--- config.mk ---
export PLATFORM = sky130hd
export DESIGN_NAME = lift_request_scheduler
export DESIGN_NICKNAME = d
export VERILOG_FILES = /design/src/rtl/lift_request_scheduler.sv
export SDC_FILE = /design/constraint.sdc
export NUM_CORES = 1
export LEC_CHECK = 0
export CAP_MARGIN = 10
export CELL_PAD_IN_SITES_DETAIL_PLACEMENT = 0
export CELL_PAD_IN_SITES_GLOBAL_PLACEMENT = 2
export CORE_MARGIN = 4
export CORE_UTILIZATION = 44
export DETAILED_ROUTE_END_ITERATION = 10
export DONT_BUFFER_PORTS = 1
export PLACE_DENSITY_LB_ADDON = 0.1
export RECOVER_POWER = 25
export SLEW_MARGIN = 20
export SYNTH_ARGS = -nofsm -noshare
export SYNTH_HDL_FRONTEND = slang
export SYNTH_SLANG_ARGS = --single-unit
--- constraint.sdc ---
create_clock -name clk_100MHz -period 7.2 [get_ports clk_100MHz]
set_input_delay 1.44 -clock clk_100MHz [delete_from_list [all_inputs] [get_ports clk_100MHz]]
set_output_delay 1.44 -clock clk_100MHz [all_outputs]
set_load 0.01 [all_outputs]
--- src/rtl/lift_request_scheduler.sv ---
// lift_request_scheduler
//   SCAN-order lift controller stepped by a 1 s tick strobe.
//   Floor call switches are synchronised, edge-detected and latched as
//   pending calls; a four-state FSM moves the car one floor per tick,
//   opens the door for DOOR_TICKS ticks per stop and keeps travelling in
//   the current direction while calls remain that way.
//
//   Optional feature macro: LIFT_IDLE_HOME_EN -- when defined, an idle car
//   with no calls returns to floor 0 after HOME_TICKS idle ticks.
//
// Ports
//   clk_100MHz  in   system clock, rising edge
//   rst_n       in   asynchronous active-low reset
//   tick        in   one-cycle step strobe (held high = one step per cycle)
//   sw[15:0]    in   asynchronous floor call switches, bit i -> floor i
//   lift_num    out  current car floor
//   lift_open   out  door open
//   dir_up      out  current/last travel direction (1 = up)
//   moving      out  car is travelling (MOVE_UP or MOVE_DOWN)
//   pending     out  latched outstanding calls
module lift_request_scheduler #(
  parameter int unsigned NUM_FLOORS = 16,
  parameter int unsigned DOOR_TICKS = 3,
  parameter int unsigned HOME_TICKS = 8
) (
  input  logic        clk_100MHz,
  input  logic        rst_n,
  input  logic        tick,
  input  logic [15:0] sw,
  output logic [3:0]  lift_num,
  output logic        lift_open,
  output logic        dir_up,
  output logic        moving,
  output logic [15:0] pending
);

  if (NUM_FLOORS < 2 || NUM_FLOORS > 16) begin : g_bad_floors
    $error("NUM_FLOORS must be 2..16");
  end
  if (DOOR_TICKS < 1 || DOOR_TICKS > 15) begin : g_bad_door
    $error("DOOR_TICKS must be 1..15");
  end
  if (HOME_TICKS < 1 || HOME_TICKS > 255) begin : g_bad_home
    $error("HOME_TICKS must be 1..255");
  end

  typedef enum logic [1:0] {
    IDLE,
    MOVE_UP,
    MOVE_DOWN,
    DOOR_OPEN
  } state_e;

  localparam logic [15:0] FLOOR_MASK = 16'((32'd1 << NUM_FLOORS) - 32'd1);
  localparam logic [3:0]  TOP_FLOOR  = 4'(NUM_FLOORS - 1);
  localparam logic [3:0]  DOOR_LOAD  = 4'(DOOR_TICKS);

  function automatic logic [15:0] above_mask(input logic [3:0] f);
    logic [15:0] m;
    m = '0;
    for (int unsigned i = 0; i < 16; i++) begin
      if (i > 32'(f)) m[i] = 1'b1;
    end
    return m;
  endfunction

  function automatic logic [15:0] below_mask(input logic [3:0] f);
    logic [15:0] m;
    m = '0;
    for (int unsigned i = 0; i < 16; i++) begin
      if (i < 32'(f)) m[i] = 1'b1;
    end
    return m;
  endfunction

  state_e      state_q, state_d;
  logic [15:0] sync1_q, sync1_d;
  logic [15:0] sync2_q, sync2_d;
  logic [15:0] sync3_q, sync3_d;
  logic [1:0]  arm_q, arm_d;
  logic [15:0] pending_q, pending_d;
  logic [3:0]  lift_num_q, lift_num_d;
  logic        dir_up_q, dir_up_d;
  logic [3:0]  door_cnt_q, door_cnt_d;

  logic [15:0] edge_vec;
  logic [15:0] clr_vec;
  logic        here_call, up_any, dn_any;
  logic [3:0]  next_floor;

  // Decision a stationary car makes on a tick; shared by IDLE and by an
  // aborted homing move.
  state_e      idle_state;
  logic        idle_dir;
  logic [3:0]  idle_cnt;

`ifdef LIFT_IDLE_HOME_EN
  logic [7:0]  home_cnt_q, home_cnt_d;
  logic        homing_q, homing_d;
  localparam logic [7:0] HOME_LAST = 8'(HOME_TICKS - 1);
`endif

  // Synchroniser plus edge detect. The history flop only holds a valid
  // sample from the third cycle after reset release, so edges are gated
  // until then; a switch already high at release never makes a call.
  always_comb begin
    sync1_d  = sw & FLOOR_MASK;
    sync2_d  = sync1_q;
    sync3_d  = sync2_q;
    arm_d    = (arm_q == 2'd3) ? arm_q : arm_q + 2'd1;
    edge_vec = (arm_q == 2'd3) ? (sync2_q & ~sync3_q) : '0;
  end

  always_comb begin
    here_call = pending_q[lift_num_q];
    up_any    = |(pending_q & above_mask(lift_num_q));
    dn_any    = |(pending_q & below_mask(lift_num_q));

    idle_state = IDLE;
    idle_dir   = dir_up_q;
    idle_cnt   = door_cnt_q;
    if (here_call) begin
      idle_state = DOOR_OPEN;
      idle_cnt   = DOOR_LOAD;
    end else if (up_any) begin
      idle_state = MOVE_UP;
      idle_dir   = 1'b1;
    end else if (dn_any) begin
      idle_state = MOVE_DOWN;
      idle_dir   = 1'b0;
    end
  end

  always_comb begin
    state_d    = state_q;
    lift_num_d = lift_num_q;
    dir_up_d   = dir_up_q;
    door_cnt_d = door_cnt_q;
    next_floor = lift_num_q;
`ifdef LIFT_IDLE_HOME_EN
    home_cnt_d = (state_q == IDLE) ? home_cnt_q : '0;
    homing_d   = homing_q;
`endif

    unique case (state_q)
      IDLE: begin
        if (tick) begin
          state_d    = idle_state;
          dir_up_d   = idle_dir;
          door_cnt_d = idle_cnt;
`ifdef LIFT_IDLE_HOME_EN
          home_cnt_d = '0;
          if (pending_q == '0 && lift_num_q != '0) begin
            if (home_cnt_q == HOME_LAST) begin
              state_d  = MOVE_DOWN;
              dir_up_d = 1'b0;
              homing_d = 1'b1;
            end else begin
              home_cnt_d = home_cnt_q + 8'd1;
            end
          end
`endif
        end
      end

      MOVE_UP: begin
        if (tick) begin
          if (lift_num_q == TOP_FLOOR) begin
            state_d = IDLE;
          end else begin
            next_floor = lift_num_q + 4'd1;
            lift_num_d = next_floor;
            if (pending_q[next_floor]) begin
              state_d    = DOOR_OPEN;
              door_cnt_d = DOOR_LOAD;
            end else if (~|(pending_q & above_mask(next_floor))) begin
              state_d = IDLE;
            end
          end
        end
      end

      MOVE_DOWN: begin
        if (tick) begin
`ifdef LIFT_IDLE_HOME_EN
          if (homing_q) begin
            homing_d = 1'b0;
            if (pending_q != '0) begin
              // A call aborts homing; decide from the current floor.
              state_d    = idle_state;
              dir_up_d   = idle_dir;
              door_cnt_d = idle_cnt;
            end else if (lift_num_q == '0) begin
              state_d = IDLE;
            end else begin
              lift_num_d = lift_num_q - 4'd1;
              if (lift_num_d != '0) homing_d = 1'b1;
              else                  state_d  = IDLE;
            end
          end else
`endif
          if (lift_num_q == '0) begin
            state_d = IDLE;
          end else begin
            next_floor = lift_num_q - 4'd1;
            lift_num_d = next_floor;
            if (pending_q[next_floor]) begin
              state_d    = DOOR_OPEN;
              door_cnt_d = DOOR_LOAD;
            end else if (~|(pending_q & below_mask(next_floor))) begin
              state_d = IDLE;
            end
          end
        end
      end

      DOOR_OPEN: begin
        if (edge_vec[lift_num_q]) begin
          door_cnt_d = DOOR_LOAD;
        end else if (tick) begin
          door_cnt_d = door_cnt_q - 4'd1;
          if (door_cnt_q <= 4'd1) begin
            door_cnt_d = '0;
            if (dir_up_q) begin
              if (up_any) begin
                state_d = MOVE_UP;
              end else if (dn_any) begin
                state_d  = MOVE_DOWN;
                dir_up_d = 1'b0;
              end else begin
                state_d = IDLE;
              end
            end else begin
              if (dn_any) begin
                state_d = MOVE_DOWN;
              end else if (up_any) begin
                state_d  = MOVE_UP;
                dir_up_d = 1'b1;
              end else begin
                state_d = IDLE;
              end
            end
          end
        end
      end

      default: state_d = IDLE;
    endcase

    // The current floor's call is cleared whenever the car is (or becomes)
    // door-open there; clearing after setting lets the clear win.
    clr_vec   = (state_d == DOOR_OPEN) ? (16'd1 << lift_num_d) : '0;
    pending_d = (pending_q | edge_vec) & ~clr_vec;
  end

  always_ff @(posedge clk_100MHz or negedge rst_n) begin
    if (!rst_n) begin
      state_q    <= IDLE;
      sync1_q    <= '0;
      sync2_q    <= '0;
      sync3_q    <= '0;
      arm_q      <= '0;
      pending_q  <= '0;
      lift_num_q <= '0;
      dir_up_q   <= 1'b1;
      door_cnt_q <= '0;
`ifdef LIFT_IDLE_HOME_EN
      home_cnt_q <= '0;
      homing_q   <= 1'b0;
`endif
    end else begin
      state_q    <= state_d;
      sync1_q    <= sync1_d;
      sync2_q    <= sync2_d;
      sync3_q    <= sync3_d;
      arm_q      <= arm_d;
      pending_q  <= pending_d;
      lift_num_q <= lift_num_d;
      dir_up_q   <= dir_up_d;
      door_cnt_q <= door_cnt_d;
`ifdef LIFT_IDLE_HOME_EN
      home_cnt_q <= home_cnt_d;
      homing_q   <= homing_d;
`endif
    end
  end

  assign lift_num  = lift_num_q;
  assign lift_open = (state_q == DOOR_OPEN);
  assign moving    = (state_q == MOVE_UP) || (state_q == MOVE_DOWN);
  assign dir_up    = dir_up_q;
  assign pending   = pending_q;

endmodule

==> results of run 1 <==
[Yosys cell counts (all sizes together) (3+ instances only)]
| library cell | count |
|---|---|
| o21ai | 23 |
| buf | 23 |
| nand2 | 29 |
| inv | 39 |
| a31o | 3 |
| a2111oi | 4 |
| nor3 | 6 |
| a211oi | 4 |
| nor3b | 6 |
| a32oi | 5 |
| mux2i | 15 |
| xnor2 | 3 |
| nor2b | 5 |
| and3 | 5 |
| a31oi | 31 |
| ha | 14 |
| a21boi | 4 |
| o21a | 4 |
| mux4 | 5 |
| clkbuf | 18 |
| nand3 | 11 |
| nor2 | 42 |
| o211ai | 4 |
| dfrtp | 76 |
| o31ai | 8 |
| o22ai | 6 |
| o31a | 3 |
| a311oi | 4 |
| nand2b | 14 |
| and2 | 7 |
| nand4 | 6 |
| a21oi | 21 |
| nor4 | 7 |
| nand3b | 8 |
[area by class of cell]
cell class              count  area [sq um]  share of cell area
multi-input cells         348          2490               0.496
flip-flops and latches     77          1930               0.384
well taps                 136           170              0.0339
inverters                  40           150              0.0299
clock buffers              11           141              0.0282
clock inverters             5           108              0.0214
repair buffers              4          30.0             0.00598
[metal layers]
layer / vias to the layer above / part of all wire
met1: 1937 / 0.45
met4: 0 / 0.030
met5: - / 0
met3: 36 / 0.058
li1: 1800 / -
met2: 135 / 0.47
[worst max-delay path: stages, from the launching register on]
cell and delay, ps:
dfrtp_1 320, buf_4 480, inv_1 250, ha_1 480, xor2_1 380, mux4_1 590, mux2i_1 260, nand4_1 140
o211ai_1 150, a311oi_1 120, a32oi_4 720, a32oi_1 200
[power breakdown]
group	internal, mW	switching [mW]
combinational	0.347	0.701
sequential	0.482	0.104
clock	0.241	0.149
total	1.07	0.954
[worst max path at each step]
stage                startpoint  cells after the start     endpoint  slack (ps)
floorplan           lift_num[1]                     13   pending[6]        3980
global placement    lift_num[0]                     11   pending[3]        3160
detailed placement  lift_num[0]                     11   pending[3]        3000
CTS                 lift_num[0]                     11   pending[3]        2970
global route        lift_num[0]                     11   pending[9]        2710
finish              lift_num[0]                     11  pending[11]        2920
[flip-flops by register name (all words and copies together) (netlist names)]
signal      flops
sync3_q        16
pending        16
state_q         2
sync1_q        16
arm_q           2
lift_num        4
dir_up          1
door_cnt_q      4
sync2_q        16
[cell families (layout without fill, tap and decap cells)]
| kind of cell | count (synthesis) | count (layout) | synth area share |
|---|---|---|---|
| buffers and inverters | 81 | 60 | 0.0807 |
| flip-flops | 77 | 77 | 0.401 |
| adder cells (fa/ha/maj) | 15 | 15 | 0.0388 |
| AO/OA/AOI/OAI | 147 | 147 | 0.230 |
| multiplexers | 21 | 21 | 0.0578 |
| AND/OR/NAND/NOR | 160 | 160 | 0.181 |
| XOR/XNOR | 5 | 5 | 0.0107 |
[placed cells by master, fill, tap and decap left out, drive strengths merged, types with 7 or more instances in the layout]
| master | n |
|---|---|
| dfrtp | 76 |
| nor2 | 42 |
| inv | 39 |
| a31oi | 31 |
| nand2 | 29 |
| o21ai | 23 |
| a21oi | 21 |
| mux2i | 15 |
| nand2b | 14 |
| ha | 14 |
| nand3 | 11 |
| clkbuf | 11 |
| nand3b | 8 |
| o31ai | 8 |
| nor4 | 7 |
| and2 | 7 |
==> results.md, run 1 <==
- # fillers: 1025
- WS Path Type: flip-flop to flip-flop
- Pre-CTS WS: 3000 ps
- Met3 Use GR: 0.0458
- Root buffer cell: clkbuf_8
- IO buf count: 0
- Area growth syn-to-layout: 4.40%
- Post-Place Cells: 605
- Synth Flop Type: dfrtp_1
- Layout Cells excl Fill: 621
- Leakage: 2.04 nW
- Final Hold Fails: 0
- Gpl congestion: 0.842
- Peak VDD IR: 0.241 mV
- Busiest grt layer: met2
- PnR Total Power: 2.02 mW
- WHS Path Cells: 0
- Die area: 12700 sq um
- Post-route cell area: 5020 sq um
- Num rows: 37
- Vias: 3908
- Core area: 10500 sq um
- NumNets Final: 513
- Die Height: 113 um
- Pre-antenna DRT Iters: 5
- Antenna Diode Count: 0
- First DRT Iteration DRCs: 292
- Max-cap violation count: 0
- Via/cell ratio: 6.29
- Mapped Area: 4810 sq um
- Post-route minimum period: 4280 ps
- Synth area leaders: dfrtp_1 (40%), ha_1 (3.6%), nor2_1 (3.3%), mux2i_1 (3.1%), inv_1 (3.0%)
- Setup Viol. Count Final: 0
- Setup crit start kind: flip-flop
- Global-route wire length before repair: 21900 um
- Slew headroom: 0.381
- Routed wire length: 13800 um
- Clock Pin Slew Worst Setup and Hold Paths: 70 ps
- CP required: 7390 ps
- Depth of the most critical reg-to-reg path: 11
- H-tree depth: 3
- GRT Total Usage: 0.220
- Post-synth EDFFs: 0
- Seq cells post-synth: 77
- Residual DRC: 0
- Vias in the first global route: 3892
- Syn_nets: 539
- R2R Path End: pending[11]
- CTS buffer count: 9
- Area after DPL: 4770 sq um
- Yosys warnings: 0
- CTS Buffer Depth: 2
- Post-CTS Resized: 0
- CP arrival: 4470 ps
- Outcome: finished, final reports clean
- Initial antenna violation count: 0
- RSZ-0062 raised after global routing: no
- PwrDens: 403 nW/um^2
- Top-area cell type share of the netlist area: 0.396
- Final Util: 0.480
- IO Pins: 42
- Clock sink count: 77
- Largest net degree at the start of global routing: 78
- Final setup margin: 2920 ps
- Layout Skew: 6.28 ps
- Hold Crit Endpoint: sync2_q[9]
- Syn_area_per_cell: 9.50 sq um
- CTS hold repair buffers: 0
- CP Max Fanout: 43
- Grt ovf: 0
- GRT met1 Usage: 0.300
- RR Startpoint: lift_num[0]
- Worst-skew pair later-pin latency: 340 ps
- Hold wc startpoint: sync1_q[9]
- Die W: 113 um
- WHS: 351 ps
- CTS tree: yes
- M2 GR Usage: 0.346
- ANT nets after route: 0
- R2R setup slack: 2920 ps
- Worst slew pin tran: 904 ps
- Layout cells sized above 1: 0.105
- WL per Instance: 22.3 um
- DP Wirelength: 9720 um
- Initial core utilization: 0.459
- Worst hold path type: flip-flop to flip-flop
- Fmax: 233 MHz
- Synth Instances: 506
- Post-synth top area cell: dfrtp_1
- Post-route setup TNS: 0 ps
- Seq/Total Area, Yosys: 0.401
- Async SR Flop Fraction: 1.00
- Final Max Tran Viols: 0
- Worst setup EP type: flip-flop
- Post-CTS Setup Inserts: 0
- Final worst-path cycle share: 0.595
- Distinct cells, synth: 82
Note: power is estimated with default switching activity, not from simulation.
==> run 2, diff against run 1 <==
- CORE_UTILIZATION: 44 -> 41
- clock period: 7.2 -> 4.1 ns (I/O delays scaled with it)
==> run 2 against run 1 <==
- cell count up 2.4%
- non-clock buffer count up 10
- clock skew about the same
- flip-flop and latch count unchanged
- combinational power up 77%
- die area up 6.8%
- register-to-register slack worse by 2300 ps
- critical path depth down 2
- global-route usage down 0.76 points
- largest cell class unchanged
==> results.md, run 2 (synthesis results as in run 1) <==
- Num rows: 39 (+5.4%)
- Outcome: finished, final reports clean
- Slew headroom: 0.348 (-0.0333)
- Max-cap violation count: 0 (unchanged)
- Final Max Tran Viols: 0 (unchanged)
- Post-route cell area: 5120 sq um (+2.0%)
- Via/cell ratio: 6.16 (-2.2%)
- Post-CTS Resized: 0 (unchanged)
- GRT met1 Usage: 0.281 (-0.0195)
- Leading cell types in the layout, fill and taps excluded: dfrtp_1 (76), nor2_1 (42), inv_1 (38), nand2_1 (28), a31oi_1 (22)
- CTS Buffer Depth: 2 (unchanged)
- Die Height: 116 um (+3.3%)
- Global-route wire length before repair: 21700 um (-0.54%)
- Depth of the most critical reg-to-reg path: 9 (-2)
- PwrDens: 705 nW/um^2 (+75%)
- CTS hold repair buffers: 0 (unchanged)
- Die W: 116 um (+3.3%)
- Gpl congestion: 0.823 (-2.2%)
- CTS buffer count: 9 (unchanged)
- Clock sink count: 77 (unchanged)
- Setup crit start kind: flip-flop
- Post-Place Cells: 622 (+2.8%)
- IO buf count: 0 (unchanged)
- GRT Total Usage: 0.212 (-0.00755)
- Met3 Use GR: 0.0404 (-0.00541)
- Final worst-path cycle share: 0.856 (+0.261)
- WS Path Type: flip-flop to flip-flop
- Layout Skew: 6.29 ps (+0.0115 ps)
- M2 GR Usage: 0.342 (-0.00316)
- Leakage: 2.10 nW (+2.7%)
- NumNets Final: 523 (+1.9%)
- Vias in the first global route: 3974 (+2.1%)
- H-tree depth: 3 (unchanged)
- Core area: 11500 sq um (+9.6%)
- Routed wire length: 13800 um (about the same)
- Root buffer cell: clkbuf_16
- Initial core utilization: 0.419 (-0.0403)
- Post-route minimum period: 3510 ps (-775 ps)
- RSZ-0062 raised after global routing: no
- Layout Cells excl Fill: 636 (+2.4%)
- Crit path from: arm_q[0]
- Final Hold Fails: 0 (unchanged)
- WL per Instance: 21.7 um (-2.3%)
- CP arrival: 3750 ps (-720 ps)
- IO Pins: 42 (unchanged)
- Area growth syn-to-layout: 6.53%
- # fillers: 1095 (+6.8%)
- Grt ovf: 0 (unchanged)
- Commonest non-fill, non-tap cell in the layout: dfrtp_1
- Antenna Diode Count: 0 (unchanged)
- Residual DRC: 0 (unchanged)
- Largest net degree at the start of global routing: 78 (unchanged)
- Worst slew pin tran: 978 ps (+73.4 ps)
- Worst-skew pair later-pin latency: 330 ps (about the same)
- CTS tree: yes
- Pre-antenna DRT Iters: 5 (unchanged)
- Layout cells sized above 1: 0.118 (+0.0125)
- DP Wirelength: 9830 um (+1.1%)
- Worst hold path type: input pin to asynchronous set/reset pin
- Fmax: 285 MHz (+22%)
- CP required: 4350 ps (-3040 ps)
- CP Max Fanout: 18 (-58%)
- Setup Viol. Count Final: 0 (unchanged)
- Die area: 13500 sq um (+6.8%)
- ANT nets after route: 0 (unchanged)
- Post-route setup TNS: 0 ps (unchanged)
- Initial antenna violation count: 0 (unchanged)
- RR Startpoint: arm_q[0]
- Clock Pin Slew Worst Setup and Hold Paths: 60 ps (about the same)
- First DRT Iteration DRCs: 353 (+21%)
- Vias: 3916 (+0.20%)
- Peak VDD IR: 0.361 mV (+49%)
- Busiest grt layer: met2
- Worst setup EP type: flip-flop
- Post-CTS Setup Inserts: 0 (unchanged)
- Area after DPL: 4850 sq um (+1.8%)
[run 2: cell count changes in the layout (fill, tap and decap cells not counted)]
cell	before	now
bufinv_16	3	0
clkbuf_16	0	9
clkinv_4	2	0
clkinvlp_4	0	1
clkbuf_8	10	2
buf_4	4	14
clkbuf_1	1	2
[run 2: worst max-delay path: stages (launching register included)]
cell and delay [ps]:
dfrtp_1 360, ha_1 560, nand3b_1 320, a2111oi_0 470
nor4_1 130, a22o_2 320, nor4bb_1 170, a221oi_1 440
nand2_2 370, a32oi_1 290
[run 2: worst paths after layout]
kind | endpoint | slack, ps
max in group asynchronous | dir_up | 3720
min in group clk_100MHz | sync2_q[8] | 350
max reg2reg | pending[9] | 590
min reg2reg | sync2_q[8] | 350
min | pending[2] | 190
max | pending[9] | 590
[run 2: report_power, final]
group	internal [mW]	total, mW	switching (mW)
combinational	0.653	1.86	1.20
sequential	0.847	1.05	0.199
clock	0.436	0.711	0.275
total	1.94	3.61	1.68
[run 2: per-layer routing]
layer | vias to the layer above | wire length (um)
li1 | 1824 | -
met1 | 1934 | 6140
met2 | 137 | 6640
met3 | 21 | 740
met4 | 0 | 302
met5 | - | 0
[run 2: area by class of cell]
cell class	count	area, sq um	area share
timing repair buffer	14	105	0.0205
inverter	40	150	0.0293
tap	143	179	0.0349
clock inverter	1	7.51	0.00147
sequential	77	1930	0.376
clock buffer	13	260	0.0508
multi-input combinational	348	2490	0.486
[run 2: metrics by stage]
step                hold WS [ps]   util  setup WS, ps  power, mW
finish                       188  0.447           592       3.61
detailed placement           336  0.423           531       2.90
CTS                          167  0.447           524       3.63
floorplan                    331      -           883       2.45
global placement             334  0.423           500       2.90
global route                 165  0.447           260       3.86
